**src/rtl/core_run_pkg.sv**
```systemverilog
// Shared types and constants for the RV32I run controller.
package core_run_pkg;

  typedef enum logic [1:0] {
    ST_IDLE = 2'd0,
    ST_LOAD = 2'd1,
    ST_RUN  = 2'd2,
    ST_DONE = 2'd3
  } state_e;

  localparam logic [2:0] CAUSE_NONE    = 3'd0;
  localparam logic [2:0] CAUSE_EBREAK  = 3'd1;
  localparam logic [2:0] CAUSE_ECALL   = 3'd2;
  localparam logic [2:0] CAUSE_TIMEOUT = 3'd3;
  localparam logic [2:0] CAUSE_STOP    = 3'd4;

  localparam logic [31:0] INSTR_EBREAK = 32'h0010_0073;
  localparam logic [31:0] INSTR_ECALL  = 32'h0000_0073;

endpackage

```
**src/rtl/core_run_ctrl.sv**
```systemverilog
// Run controller: loads the instruction image, then holds/releases the core in reset
// and records why, where and after how many cycles it halted.
module core_run_ctrl
  import core_run_pkg::*;
#(
  parameter int unsigned IMEM_DEPTH = 1024,
  parameter int unsigned ADDR_W     = $clog2(IMEM_DEPTH),
  parameter int unsigned CYC_W      = 32
) (
  input  logic              clk,
  input  logic              rst,
  input  logic              load_start,
  input  logic              run_start,
  input  logic              stop_req,
  input  logic              halt_ack,
  input  logic [CYC_W-1:0]  max_cycles,
  input  logic              ld_valid,
  input  logic [31:0]       ld_data,
  input  logic              ld_last,
  output logic              ld_ready,
  output logic              imem_we,
  output logic [ADDR_W-1:0] imem_addr,
  output logic [31:0]       imem_wdata,
  input  logic [31:0]       core_instruction,
  input  logic [31:0]       core_pc,
  input  logic              core_write,
  output logic              core_rst,
  output logic              dmem_we,
  output logic              busy,
  output logic              halted,
  output logic [2:0]        halt_cause,
  output logic [31:0]       halt_pc,
  output logic [CYC_W-1:0]  cycle_count,
  output logic [ADDR_W:0]   load_words,
  output logic              load_overflow
);

  localparam logic [ADDR_W-1:0] LAST_ADDR = ADDR_W'(IMEM_DEPTH - 1);

  state_e              state_q, state_d;
  logic [ADDR_W-1:0]   ptr_q, ptr_d;
  logic [ADDR_W:0]     words_q, words_d;
  logic                ovf_q, ovf_d;
  logic [CYC_W-1:0]    cycle_q, cycle_d;
  logic [CYC_W-1:0]    max_q, max_d;
  logic [2:0]          cause_q, cause_d;
  logic [31:0]         halt_pc_q, halt_pc_d;
  logic [2:0]          cause_now;

  always_comb begin
    state_d   = state_q;
    ptr_d     = ptr_q;
    words_d   = words_q;
    ovf_d     = ovf_q;
    cycle_d   = cycle_q;
    max_d     = max_q;
    cause_d   = cause_q;
    halt_pc_d = halt_pc_q;
    cause_now = CAUSE_NONE;

    unique case (state_q)
      ST_IDLE: begin
        if (load_start) begin
          state_d = ST_LOAD;
          ptr_d   = '0;
          words_d = '0;
          ovf_d   = 1'b0;
        end else if (run_start) begin
          state_d = ST_RUN;
          cycle_d = '0;
          max_d   = max_cycles;
          cause_d = CAUSE_NONE;
        end
      end
      ST_LOAD: begin
        if (ld_valid) begin
          ptr_d   = ptr_q + ADDR_W'(1);
          words_d = words_q + (ADDR_W+1)'(1);
          if (ld_last) begin
            state_d = ST_IDLE;
          end else if (ptr_q == LAST_ADDR) begin
            ovf_d   = 1'b1;
            state_d = ST_IDLE;
          end
        end
      end
      ST_RUN: begin
        cycle_d = (&cycle_q) ? cycle_q : cycle_q + CYC_W'(1);
        // Priority order: EBREAK, ECALL, timeout, host stop.
        if (core_instruction == INSTR_EBREAK)
          cause_now = CAUSE_EBREAK;
        else if (core_instruction == INSTR_ECALL)
          cause_now = CAUSE_ECALL;
        else if ((max_q != '0) && (cycle_q == max_q - CYC_W'(1)))
          cause_now = CAUSE_TIMEOUT;
        else if (stop_req)
          cause_now = CAUSE_STOP;
        if (cause_now != CAUSE_NONE) begin
          cause_d   = cause_now;
          halt_pc_d = core_pc;
          state_d   = ST_DONE;
        end
      end
      ST_DONE: begin
        if (halt_ack) state_d = ST_IDLE;
      end
      default: state_d = ST_IDLE;
    endcase
  end

  always_ff @(posedge clk) begin
    if (rst) begin
      state_q   <= ST_IDLE;
      ptr_q     <= '0;
      words_q   <= '0;
      ovf_q     <= 1'b0;
      cycle_q   <= '0;
      max_q     <= '0;
      cause_q   <= CAUSE_NONE;
      halt_pc_q <= '0;
    end else begin
      state_q   <= state_d;
      ptr_q     <= ptr_d;
      words_q   <= words_d;
      ovf_q     <= ovf_d;
      cycle_q   <= cycle_d;
      max_q     <= max_d;
      cause_q   <= cause_d;
      halt_pc_q <= halt_pc_d;
    end
  end

  assign ld_ready      = (state_q == ST_LOAD);
  assign imem_we       = ld_valid & ld_ready;
  assign imem_addr     = ptr_q;
  assign imem_wdata    = ld_data;
  assign core_rst      = (state_q != ST_RUN);
  assign dmem_we       = core_write & (state_q == ST_RUN);
  assign busy          = (state_q == ST_LOAD) || (state_q == ST_RUN);
  assign halted        = (state_q == ST_DONE);
  assign halt_cause    = cause_q;
  assign halt_pc       = halt_pc_q;
  assign cycle_count   = cycle_q;
  assign load_words    = words_q;
  assign load_overflow = ovf_q;

endmodule

```
**config.mk**
```make
export PLATFORM = sky130hd
export DESIGN_NAME = core_run_ctrl
export DESIGN_NICKNAME = d
export VERILOG_FILES = /design/src/rtl/core_run_pkg.sv /design/src/rtl/core_run_ctrl.sv
export SDC_FILE = /design/constraint.sdc
export NUM_CORES = 1
export LEC_CHECK = 0
export ABC_AREA = 0
export CAP_MARGIN = 20
export CORE_MARGIN = 2
export CORE_UTILIZATION = 25
export CTS_BUF_LIST = sky130_fd_sc_hd__clkbuf_16
export DETAILED_ROUTE_END_ITERATION = 12
export PLACE_DENSITY = 0.56
export SLEW_MARGIN = 20
export SYNTH_ARGS = -nofsm -noshare
export SYNTH_HDL_FRONTEND = slang
export SYNTH_SLANG_ARGS = --single-unit
```
**constraint.sdc**
```tcl
create_clock -name clk -period 2.7 [get_ports clk]
set_clock_uncertainty 0.2 [all_clocks]
set_input_delay 0.27 -clock clk [delete_from_list [all_inputs] [get_ports clk]]
set_output_delay 0.27 -clock clk [all_outputs]
set_load 0.02 [all_outputs]
```
* Word-level counts from Yosys, hierarchy flattened
Cells that the tools add are included.
** Word-level totals
- Register bits :: 123
- Input bits :: 137
- Logic and storage cells :: 81
** Operators by class
- Add/subtract/negate cells :: 4
- Equality and inequality tests :: 19
- Mux-type cells :: 32
- Bitwise operators :: 3
- Reductions and logical operators :: 15
** Operators with widths (count)
- 32-bit 2-to-1 mux :: 3
- 32-bit case mux with 2 select lines :: 1
- 32-bit by 1-bit adder with 32-bit output, second input constant :: 1
- 32-bit by 21-bit == test with 1-bit output, second input constant :: 1
- 32-bit == test :: 1
- 32-bit by 7-bit == test with 1-bit output, second input constant :: 1
- 32-bit AND reduction :: 1
- 32-bit nonzero test :: 1
- 32-bit by 1-bit subtractor with 32-bit output, second input constant :: 1
- 3-bit 2-to-1 mux :: 8
- 11-bit 2-to-1 mux :: 2
- 11-bit case mux with 2 select lines :: 1
- 10-bit 2-to-1 mux :: 2
- 10-bit case mux with 2 select lines :: 1
- 2-bit != test, second input constant :: 9
- 2-bit 2-to-1 mux :: 7
- 11-bit by 1-bit adder with 11-bit output, second input constant :: 1
- 10-bit by 1-bit adder with 10-bit output, second input constant :: 1
- 10-bit == test, second input constant :: 1
- 5-bit AND reduction :: 2
- 2-bit case mux with 4 select lines :: 1
- 4-bit AND reduction :: 2
- 3-bit case mux with 2 select lines :: 1
- 3-bit AND reduction :: 2
- other kinds (15) :: 21

* Logic depth before layout (Yosys ltp)
Gate-level depths: netlist of run 1.
- Word-level depth :: 10
- Gate-level depth with buffers :: 14
- Gate-level depth less buffers :: 11

* Least setup slack after synthesis of run 1
OpenSTA, ideal clock, no wires.
- Kind :: reg2reg
- Start point :: register max_q[12]
- End point :: register halt_pc_q[10], in the netlist halt_pc[10]
- Setup time :: 0.072 ns
- Arrival time :: 2.755 ns
- Path slack :: -0.326 ns
- Cell stages (with the launch flop) :: 13
- Path buffers :: 3
- Clock period less this slack :: 3.026 ns
- Cell sequence :: dfxtp_1 -> buf_6 -> or4_4 -> or3_4 -> nor2_4 -> o211ai_1 -> a32o_1 -> a211o_1 -> nor2_2 -> o31a_1 -> buf_6 -> buf_12 -> mux2i_1
** On the way
- Longest elaborated chain between the ends :: 9
- Elaborated cells between the ends (all ways) :: 10
- Those cells by class :: add/sub (1); eq/ne (1); mux (4); reduce/logical (4)
** RTL lines
- from (decl) :: RTL line core_run_ctrl.sv:45 : logic [CYC_W-1:0] max_q, max_d;
- from (signal assigned) :: RTL line core_run_ctrl.sv:127 : max_q <= max_d;
- 32-bit by 1-bit subtractor with 32-bit output :: RTL line core_run_ctrl.sv:94 : else if ((max_q != '0) && (cycle_q == max_q - CYC_W'(1)))
- 32-bit == test :: RTL line core_run_ctrl.sv:94
- 1-bit logical AND * :: RTL line core_run_ctrl.sv:94
- 3-bit 2-to-1 mux * :: RTL line core_run_ctrl.sv:94
- 3-bit 2-to-1 mux * :: RTL line core_run_ctrl.sv:92 : else if (core_instruction == INSTR_ECALL)
- 3-bit 2-to-1 mux * :: RTL line core_run_ctrl.sv:90 : if (core_instruction == INSTR_EBREAK)
- 3-bit 2-to-1 mux * :: RTL line core_run_ctrl.sv:61 : unique case (state_q)
- 3-bit nonzero test * :: RTL line core_run_ctrl.sv:98 : if (cause_now != CAUSE_NONE) begin
- 2-bit AND reduction (no source line) *
- to (signal assigned) :: RTL line core_run_ctrl.sv:129 : halt_pc_q <= halt_pc_d;
- to (decl) :: RTL line core_run_ctrl.sv:47 : logic [31:0] halt_pc_q, halt_pc_d;
Mark *: on every way between the ends. The rest lies on a longest branch, timed or not. The select of a mux whose other input is x is not followed.
A chain may end at the register's enable or synchronous reset.

* Worst setup path after layout of run 1
- Start point :: register max_q[15]
- End point :: register halt_pc_q[2], in the netlist halt_pc[2]
Same word-level chain as after synthesis.

==> flow_summary.ini, run 1 <==
[power_and_ir_drop]
ir_drop_uv = 422.7
p_leak_nw = 4.030
switchingPower_w = 0.002326
pwr-share-comb_pct = 37.2
internal_power_w = 0.004634
p_per_area_nw_per_um2 = 645.4
pwr-share-seq_pct = 29.5
sw_frac_of_total_pct = 33.41
p_clk_share_pct = 33.3

[setup_path]
crit_path_end_kind = flop
worst_path_most_repeated_cell = a41oi_2
required_ps = 2850
r2r_start = max_q[15]
worst-r2r-cell-count = 10
reg2reg_to = halt_pc[2]
slowest_delay_ps = 570
crit_chain = nor4_4 -> nand4_4 -> or4b_1 -> a41oi_2 -> a41oi_2 -> a211o_4 -> nor2_4 -> o31a_4 -> clkbuf_16 -> mux2i_1
cp_slowest_cell = or4b_1
startpoint_type = flop
critPathKind = flop to flop
rrSetupSlack_ps = -390
crit_arrival_ps = 3240
crit_fanout = 6

[detailed_routing]
via_count = 6685
wl_per_cell_um = 15.50
wl_mm = 22.82
drt-pass1-iter-count = 5
drc = 0
detail-route-antenna-nets = 0
drt_iter0_markers = 281
viasPerCell = 4.541

[sta]
hold_ws_ps = 96.56
max_slew_margin_pct = 61.68
slew_viol_final = 0
grt_setup_unrepaired = yes
hold_viol = 0
layout_setup_ws_ps = -392.4
setup_viol_count_final = 37
worst_slew_pin_slew_ps = 571.7
fmax_ghz = 0.3234
fin_crit_sh_pct = 114.5
tns_ps = -12900
period_needed_ps = 3092

[final_layout]
multi_input_area_um2 = 4259
antenna_cells = 0
final_nets = 1226
drive_gt1_share_pct = 24.04
fillers = 2851
fin_cells = 1472
seqCellArea_um2 = 2477
areaGrowthSynthToFinish_pct = 53.12

[clock_tree]
cts_made_buffers = 17
cts-root-buf = clkbuf_16
htree_levels = 4
clock_path_buffers = 2
cts_tree = built
clk_latency_ps = 420
clock_sinks = 123
path_clk_slew_ps = 60

[grt]
grt_pass1_vias = 6687
grt-ovfl-total = 0
grt_max_degree = 44
antenna_found_initial = 0
grt_pass1_wl_mm = 35.07
grt_use_total_pct = 15.45

[worst_hold_path]
min_from = rst
min_to = imem_addr[8]
hold_path.class = primary input to flop
hold-path-cell-count = 2

[synthesis]
synth_commonest_cells = 123 x dfxtp_1, 100 x nand2_1, 74 x nor2_1
ys_types = 74
syn_nets = 964
synth_most_common_cell = dfxtp_1
yosys-top-cells-area = dfxtp_1 35%, xor2_1 6.1%, or2b_2 6.0%
syn-cell-area_um2 = 7043
avgSynthCellArea_um2 = 8.600
netlist.area_leader.share_pct = 34.96
synth_ff_type = dfxtp_1
yosysTopAreaCell = dfxtp_1
async_flop_share_pct = 0
synth_cells = 819
ys_seq_elements = 123
ys.warnings.count = 0
yosysSeqAreaShare_pct = 34.96
synth_edf_count = 0

[die]
rows = 61
start_util_pct = 25.35
pin_count = 264
die_y_um = 171.8
dieArea_um2 = 29530
core_area_um2 = 27780
die_w_um = 171.8

[place]
port_buffers = 199
routabilityCongestion = 0.7975
dp_hpwl_mm = 17.19
dp_cells = 1428

[status]
status = finished with violations
violations = setup timing

[run]
cap_violations = 0
-- worst max path at each step --
| stage | from | end | cells after the start |
|---|---|---|---|
| detailed placement | max_q[3] | halt_pc[10] | 11 |
| global route | max_q[15] | halt_pc[25] | 11 |
| floorplan | max_q[3] | halt_pc[10] | 11 |
| CTS | max_q[4] | halt_pc[3] | 11 |
| global placement | max_q[3] | halt_pc[6] | 11 |
| finish | max_q[15] | halt_pc[2] | 10 |
-- cells by family (layout without fill, tap and decap cells) --
group,Yosys count,count (layout),synth area share (%)
and+or+nand+nor,385,385,31.60
DFF,123,123,34.96
AOI/OAI and AO/OA,110,110,9.895
buffers and inverters,81,356,7.568
xor gates and xnor gates,77,77,9.575
muxes,35,35,4.974
adders and majority gates,8,8,1.421
-- critical path: cells and delay by family (launching register included) --
kind | cells | cell delay [ps]
compound gates | 4 | 810
buf+inv | 1 | 190
simple gates | 4 | 1310
mux | 1 | 170
flops | 1 | 340
-- state kept, by name (all words and copies together), names as in the netlist --
signal and count:
cycle_count 32, halt_pc 32, max_q 32, load_words 11, imem_addr 10, halt_cause 3, state_q 2, load_overflow 1
-- cell usage in the layout (no fill, tap or decap), types with 19 or more instances in the layout --
cell | Yosys | final
xor2_1 | 49 | 49
buf_4 | 32 | 109
a21oi_1 | 50 | 50
nand2b_1 | 22 | 22
xnor2_1 | 28 | 28
mux2i_1 | 35 | 35
or2b_2 | 48 | 48
clkdlybuf4s50_1 | 0 | 198
nor2_1 | 74 | 72
nand4_1 | 22 | 22
nand3_1 | 21 | 21
dfxtp_1 | 123 | 113
clkbuf_16 | 0 | 19
nand2_1 | 100 | 99
-- power groups by stage --
stage	Sequential (W)	Combinational [W]	Clock (W)
6_report	0.00206	0.00259	0.00231
4_1_cts	0.00205	0.00247	0.00237
5_1_grt	0.00207	0.00282	0.00245
3_3_place_gp	0.00209	0.00234	0
3_5_place_dp	0.00209	0.00235	0
2_1_floorplan	0.00218	0.00138	0
-- timing repair --
item,CTS,global route
gates resized for setup,21,26
setup endpoints to repair,46,58
pin swaps,12,13
hold buffers,0,0
gates cloned,1,2
endpoints found under the hold margin,0,0
buffers inserted,3,7
-- final cells by class --
cell class | instances | share of cell area, %
clock inverter | 15 | 1.555
timing repair buffer | 316 | 27.37
inverter | 8 | 0.2785
tap | 378 | 4.386
multi-input combinational | 615 | 39.49
clock buffer | 17 | 3.945
sequential | 123 | 22.97
-- metrics by stage --
step | total power [W] | utilization [%] | area [um2] | setup slack [ps]
final | 0.006960 | 38.82 | 10780 | -392.4
after global routing | 0.007348 | 38.82 | 10780 | -552.5
after CTS | 0.006894 | 38.03 | 10570 | -412.1
after floorplan | 0.003562 | - | 7102 | -232.1
after detailed placement | 0.004444 | 35.44 | 9846 | -480.6
after global placement | 0.004430 | 35.44 | 9846 | -418.7
-- per-layer routing --
metal	GRT usage, %	vias to the layer above	share of wire [%]
met2	27.68	189	50
met5	0	-	0
met1	17.64	3143	42
met4	3.581	0	1.4
li1	-	3333	-
met3	5.292	20	7.0
No activity file was read; power rests on OpenSTA's default activity.
==> inputs of run 2 (changes only) <==
- CAP_MARGIN: 20 -> 10
- PLACE_DENSITY: 0.56 -> not set
==> flow_summary.ini, run 2 (same netlist as run 1, synthesis figures left out) <==
[status]
status = finished with violations
violations = setup timing

[final_layout]
drive_gt1_share_pct = 24.32
areaGrowthSynthToFinish_pct = 53.97
final_cell_mix = 198 x clkdlybuf4s50_1, 113 x dfxtp_1, 112 x buf_4
fillers = 2817
stdcell_area_um2 = 10840
final_nets = 1234
antenna_cells = 0
fin_cells = 1480
final_common_cell = clkdlybuf4s50_1

[setup_path]
cp_slowest_cell = dfxtp_4
crit_arrival_ps = 3190
required_ps = 2850
slowest_delay_ps = 350
path_buf_inv = 3
crit_fanout = 6
crit_path_end_kind = flop
crit_family = compound AO/OA/AOI/OAI gates
worst_path_most_repeated_cell = buf_6
startpoint_type = flop
critPathKind = flop to flop
crit_chain = nor4_4 -> buf_6 -> buf_6 -> and4_4 -> xnor2_1 -> a211o_2 -> a32o_2 -> a211o_4 -> nor2_4 -> o31a_4 -> clkbuf_16 -> mux2i_1

[die]
dieArea_um2 = 29530
pin_count = 264
rows = 61
die_w_um = 171.8
start_util_pct = 25.35
die_y_um = 171.8
core_area_um2 = 27780

[clock_tree]
path_clk_slew_ps = 60
htree_levels = 4
clk_latency_ps = 430
cts_made_buffers = 17
cts_tree = built
postCtsHoldBufs = 0
clock_path_buffers = 2
clock_sinks = 123
cts-root-buf = clkbuf_16

[power_and_ir_drop]
p_per_area_nw_per_um2 = 638.2
internal_power_w = 0.004589
sw_frac_of_total_pct = 33.70
switchingPower_w = 0.002332
pwr-share-comb_pct = 38.9
p_clk_share_pct = 31.4
p_leak_nw = 4.060
ir_drop_uv = 309.1
pwr-share-seq_pct = 29.7

[sta]
worst_slew_pin_slew_ps = 579.9
fin_crit_sh_pct = 112.6
period_needed_ps = 3041
slew_viol_final = 0
fmax_ghz = 0.3288
grt_setup_unrepaired = yes
setup_viol_count_final = 37
hold_viol = 0
layout_setup_ws_ps = -341.2
max_slew_margin_pct = 61.34

[detailed_routing]
via_count = 6635
drt_iter0_markers = 306
viasPerCell = 4.483
wl_mm = 22.54
detail-route-antenna-nets = 0
drt-pass1-iter-count = 4
wl_per_cell_um = 15.23
drc = 0

[place]
dp_cells = 1435
placed_area_um2 = 9923
routabilityCongestion = 0.8154
pre_cts_slack_ps = -495.4
dp_hpwl_mm = 17.16
port_buffers = 199

[grt]
grt_use_total_pct = 15.32
grt_pass1_vias = 6694
grt_max_degree = 43
grt_pass1_wl_mm = 35.02
antenna_found_initial = 0
grt-ovfl-total = 0

[run]
cap_violations = 0

[worst_hold_path]
hold_path.class = primary input to flop
[run 2: cell count changes in the layout (fill, tap and decap cells not counted), sizes merged]
cell | before | now
clkinv | 8 | 9
bufinv | 2 | 1
clkbuf | 19 | 18
buf | 116 | 125
inv | 12 | 10
clkinvlp | 1 | 3
[run 2: path summary, 6_finish.rpt]
kind / depth (start not counted) / start / to / slack, ps
setup / recovery: 12 / max_q[4] / halt_pc[6] / -340
hold / removal: 2 / rst / cycle_count[0] / 60
setup reg to reg: 12 / max_q[4] / halt_pc[6] / -340
hold reg to reg: 2 / halt_pc[0] / halt_pc[0] / 280
[run 2: cell type report]
type | instances | area [um2] | area share, %
Timing Repair Buffer | 324 | 3034 | 27.98
Sequential cell | 123 | 2480 | 22.87
Multi-Input combinational cell | 615 | 4277 | 39.44
Clock buffer | 17 | 425.4 | 3.923
Inverter | 8 | 30.03 | 0.2769
Clock inverter | 15 | 125.1 | 1.154
Tap cell | 378 | 473.0 | 4.361
[run 2: timing repair]
item,in CTS,in global routing
hold endpoints to repair,0,0
pin swaps,9,18
buffers inserted,3,8
gates resized for setup,18,35
cloned,1,1
endpoints found under the setup margin,50,55
[run 2: power groups by stage]
stage	clock (W)	sequential (W)	combinational, W
after floorplan	0	0.00218	0.00138
after global placement	0	0.00209	0.00236
after detailed placement	0	0.00209	0.00239
after CTS	0.00223	0.00205	0.00251
final	0.00217	0.00205	0.00270
after global routing	0.00231	0.00207	0.00293
[run 2: metrics by stage]
| step | TNS (ps) | hold slack [ps] | utilization [%] | power [W] |
|---|---|---|---|---|
| final | -11380 | 58.06 | 39.03 | 0.006921 |
| after global routing | -16180 | 94.91 | 39.03 | 0.007308 |
| after CTS | -12440 | 53.70 | 38.13 | 0.006798 |
| after detailed placement | -17270 | 267.3 | 35.72 | 0.004479 |
| after global placement | -14210 | 258.8 | 35.72 | 0.004449 |
| after floorplan | -7281 | 198.4 | - | 0.003562 |
[run 2: layer usage]
layer	GRT usage, %	share of wire, %	up-vias
li1	-	-	3342
met1	17.51	41	3080
met2	27.45	50	189
met3	4.349	7.2	24
met4	4.859	2.0	0
met5	0	0	-
==> inputs of run 3 (changes only) <==
- CORE_UTILIZATION: 25 -> 35
- CTS_CLUSTER_SIZE: not set -> 16
- PLACE_DENSITY: not set -> 0.68
==> flow_summary.ini, run 3 (same netlist as run 1, synthesis figures left out) <==
[detailed_routing]
via_count = 6646
drt-pass1-iter-count = 4
wl_mm = 21.29
drc = 0
viasPerCell = 4.905
detail-route-antenna-nets = 0
drt_iter0_markers = 277
wl_per_cell_um = 15.71

[power_and_ir_drop]
switchingPower_w = 0.002280
pwr-share-comb_pct = 38.5
ir_drop_uv = 458.1
p_total_w = 0.006771
p_leak_nw = 3.952
internal_power_w = 0.004491
p_per_area_nw_per_um2 = 642.4
p_clk_share_pct = 31.2
sw_frac_of_total_pct = 33.68
pwr-share-seq_pct = 30.4

[clock_tree]
clock_path_buffers = 2
path_clk_slew_ps = 60
clk_latency_ps = 420
cts_made_buffers = 17
clock_sinks = 123
cts_tree = built
cts-root-buf = clkbuf_16
htree_levels = 4

[sta]
setup_viol_count_final = 37
hold_viol = 0
max_slew_margin_pct = 56.92
worst_slew_pin_slew_ps = 646.2
layout_setup_ws_ps = -384.8
fin_crit_sh_pct = 114.3
slew_viol_final = 0
fmax_ghz = 0.3242
grt_setup_unrepaired = yes
period_needed_ps = 3085

[final_layout]
drive_gt1_share_pct = 23.67
final_common_cell = clkdlybuf4s50_1
antenna_cells = 0
fillers = 1825
final_nets = 1222
final_cell_mix = 198 x clkdlybuf4s50_1, 112 x dfxtp_1, 106 x buf_4
areaGrowthSynthToFinish_pct = 49.65

[setup_path]
crit_path_end_kind = flop
required_ps = 2850
startpoint_type = flop
crit_arrival_ps = 3230
crit_fanout = 12
critPathKind = flop to flop

[place]
pre_cts_slack_ps = -429.2
dp_hpwl_mm = 15.94
routabilityCongestion = 0.8694
port_buffers = 199

[grt]
grt_max_degree = 69
grt_use_total_pct = 19.84
grt_pass1_wl_mm = 33.80
grt_pass1_vias = 6652
grt-ovfl-total = 0
antenna_found_initial = 0

[status]
violations = setup timing
status = finished with violations

[die]
dieArea_um2 = 21270
rows = 51
core_area_um2 = 19590
start_util_pct = 35.95
die_w_um = 145.9
pin_count = 264
die_y_um = 145.9

[worst_hold_path]
hold_path.class = primary input to flop

[run]
cap_violations = 0
[run 3: critical path, cell delays in order (launching register included)]
cell and delay, ps:
dfxtp_2 330, nor4_4 290, buf_4 170, nand4_4 150
or4b_4 570, a41oi_2 160, a41oi_2 50, a211o_1 320
nor2_2 170, o31a_4 200, buf_12 170, mux2i_2 210
[run 3: repair_timing]
item | 4_1_cts | 5_1_grt
pin swaps | 14 | 15
setup buffers | 7 | 8
hold endpoints to repair | 0 | 0
endpoints found under the setup margin | 59 | 57
gates cloned | 1 | 0
hold buffers | 0 | 0
resized for setup | 26 | 24
[run 3: stage by stage]
step	instance area [um2]	setup TNS (ps)	hold WS (ps)	instances	utilization [%]
3_5_place_dp	9667	-16310	260.3	1310	49.35
6_report	10540	-12650	38.79	1355	53.80
5_1_grt	10540	-18270	47.50	1355	53.80
4_1_cts	10380	-10580	30.13	1349	53.00
2_1_floorplan	7102	-7281	198.4	819	-
3_3_place_gp	9667	-12650	252.5	1310	49.35
[run 3: final cells by class]
class                      count  area, um2  area share, %
sequential                   123       2481          23.54
multi-input combinational    615       4267          40.48
clock inverter                14      93.84         0.8903
clock buffer                  18      450.4          4.274
timing repair buffer         312       2887          27.39
inverter                       8      30.03         0.2849
tap                          265      331.6          3.146
[run 3: path summary, 6_finish.rpt]
path | startpoint | to | slack (ps) | depth (start not counted)
max | max_q[4] | halt_pc[15] | -380 | 11
min reg2reg | load_overflow | load_overflow | 270 | 2
max reg2reg | max_q[4] | halt_pc[15] | -380 | 11
min | rst | state_q[1] | 40 | 2
[run 3: power by group through the flow]
| stage | clock (W) | sequential (W) | combinational [W] |
|---|---|---|---|
| final | 0.00211 | 0.00206 | 0.00261 |
| after global routing | 0.00223 | 0.00207 | 0.00281 |
| after CTS | 0.00215 | 0.00206 | 0.00250 |
| after detailed placement | 0 | 0.00209 | 0.00235 |
| after global placement | 0 | 0.00209 | 0.00232 |
| after floorplan | 0 | 0.00218 | 0.00138 |
[run 3: metal layers]
layer / part of all wire (%) / track usage (%) / vias up
met2: 51 / 35.54 / 193
li1: - / - / 3320
met5: 0 / 0 / -
met1: 40 / 22.22 / 3101
met3: 6.9 / 6.395 / 32
met4: 2.1 / 6.471 / 0
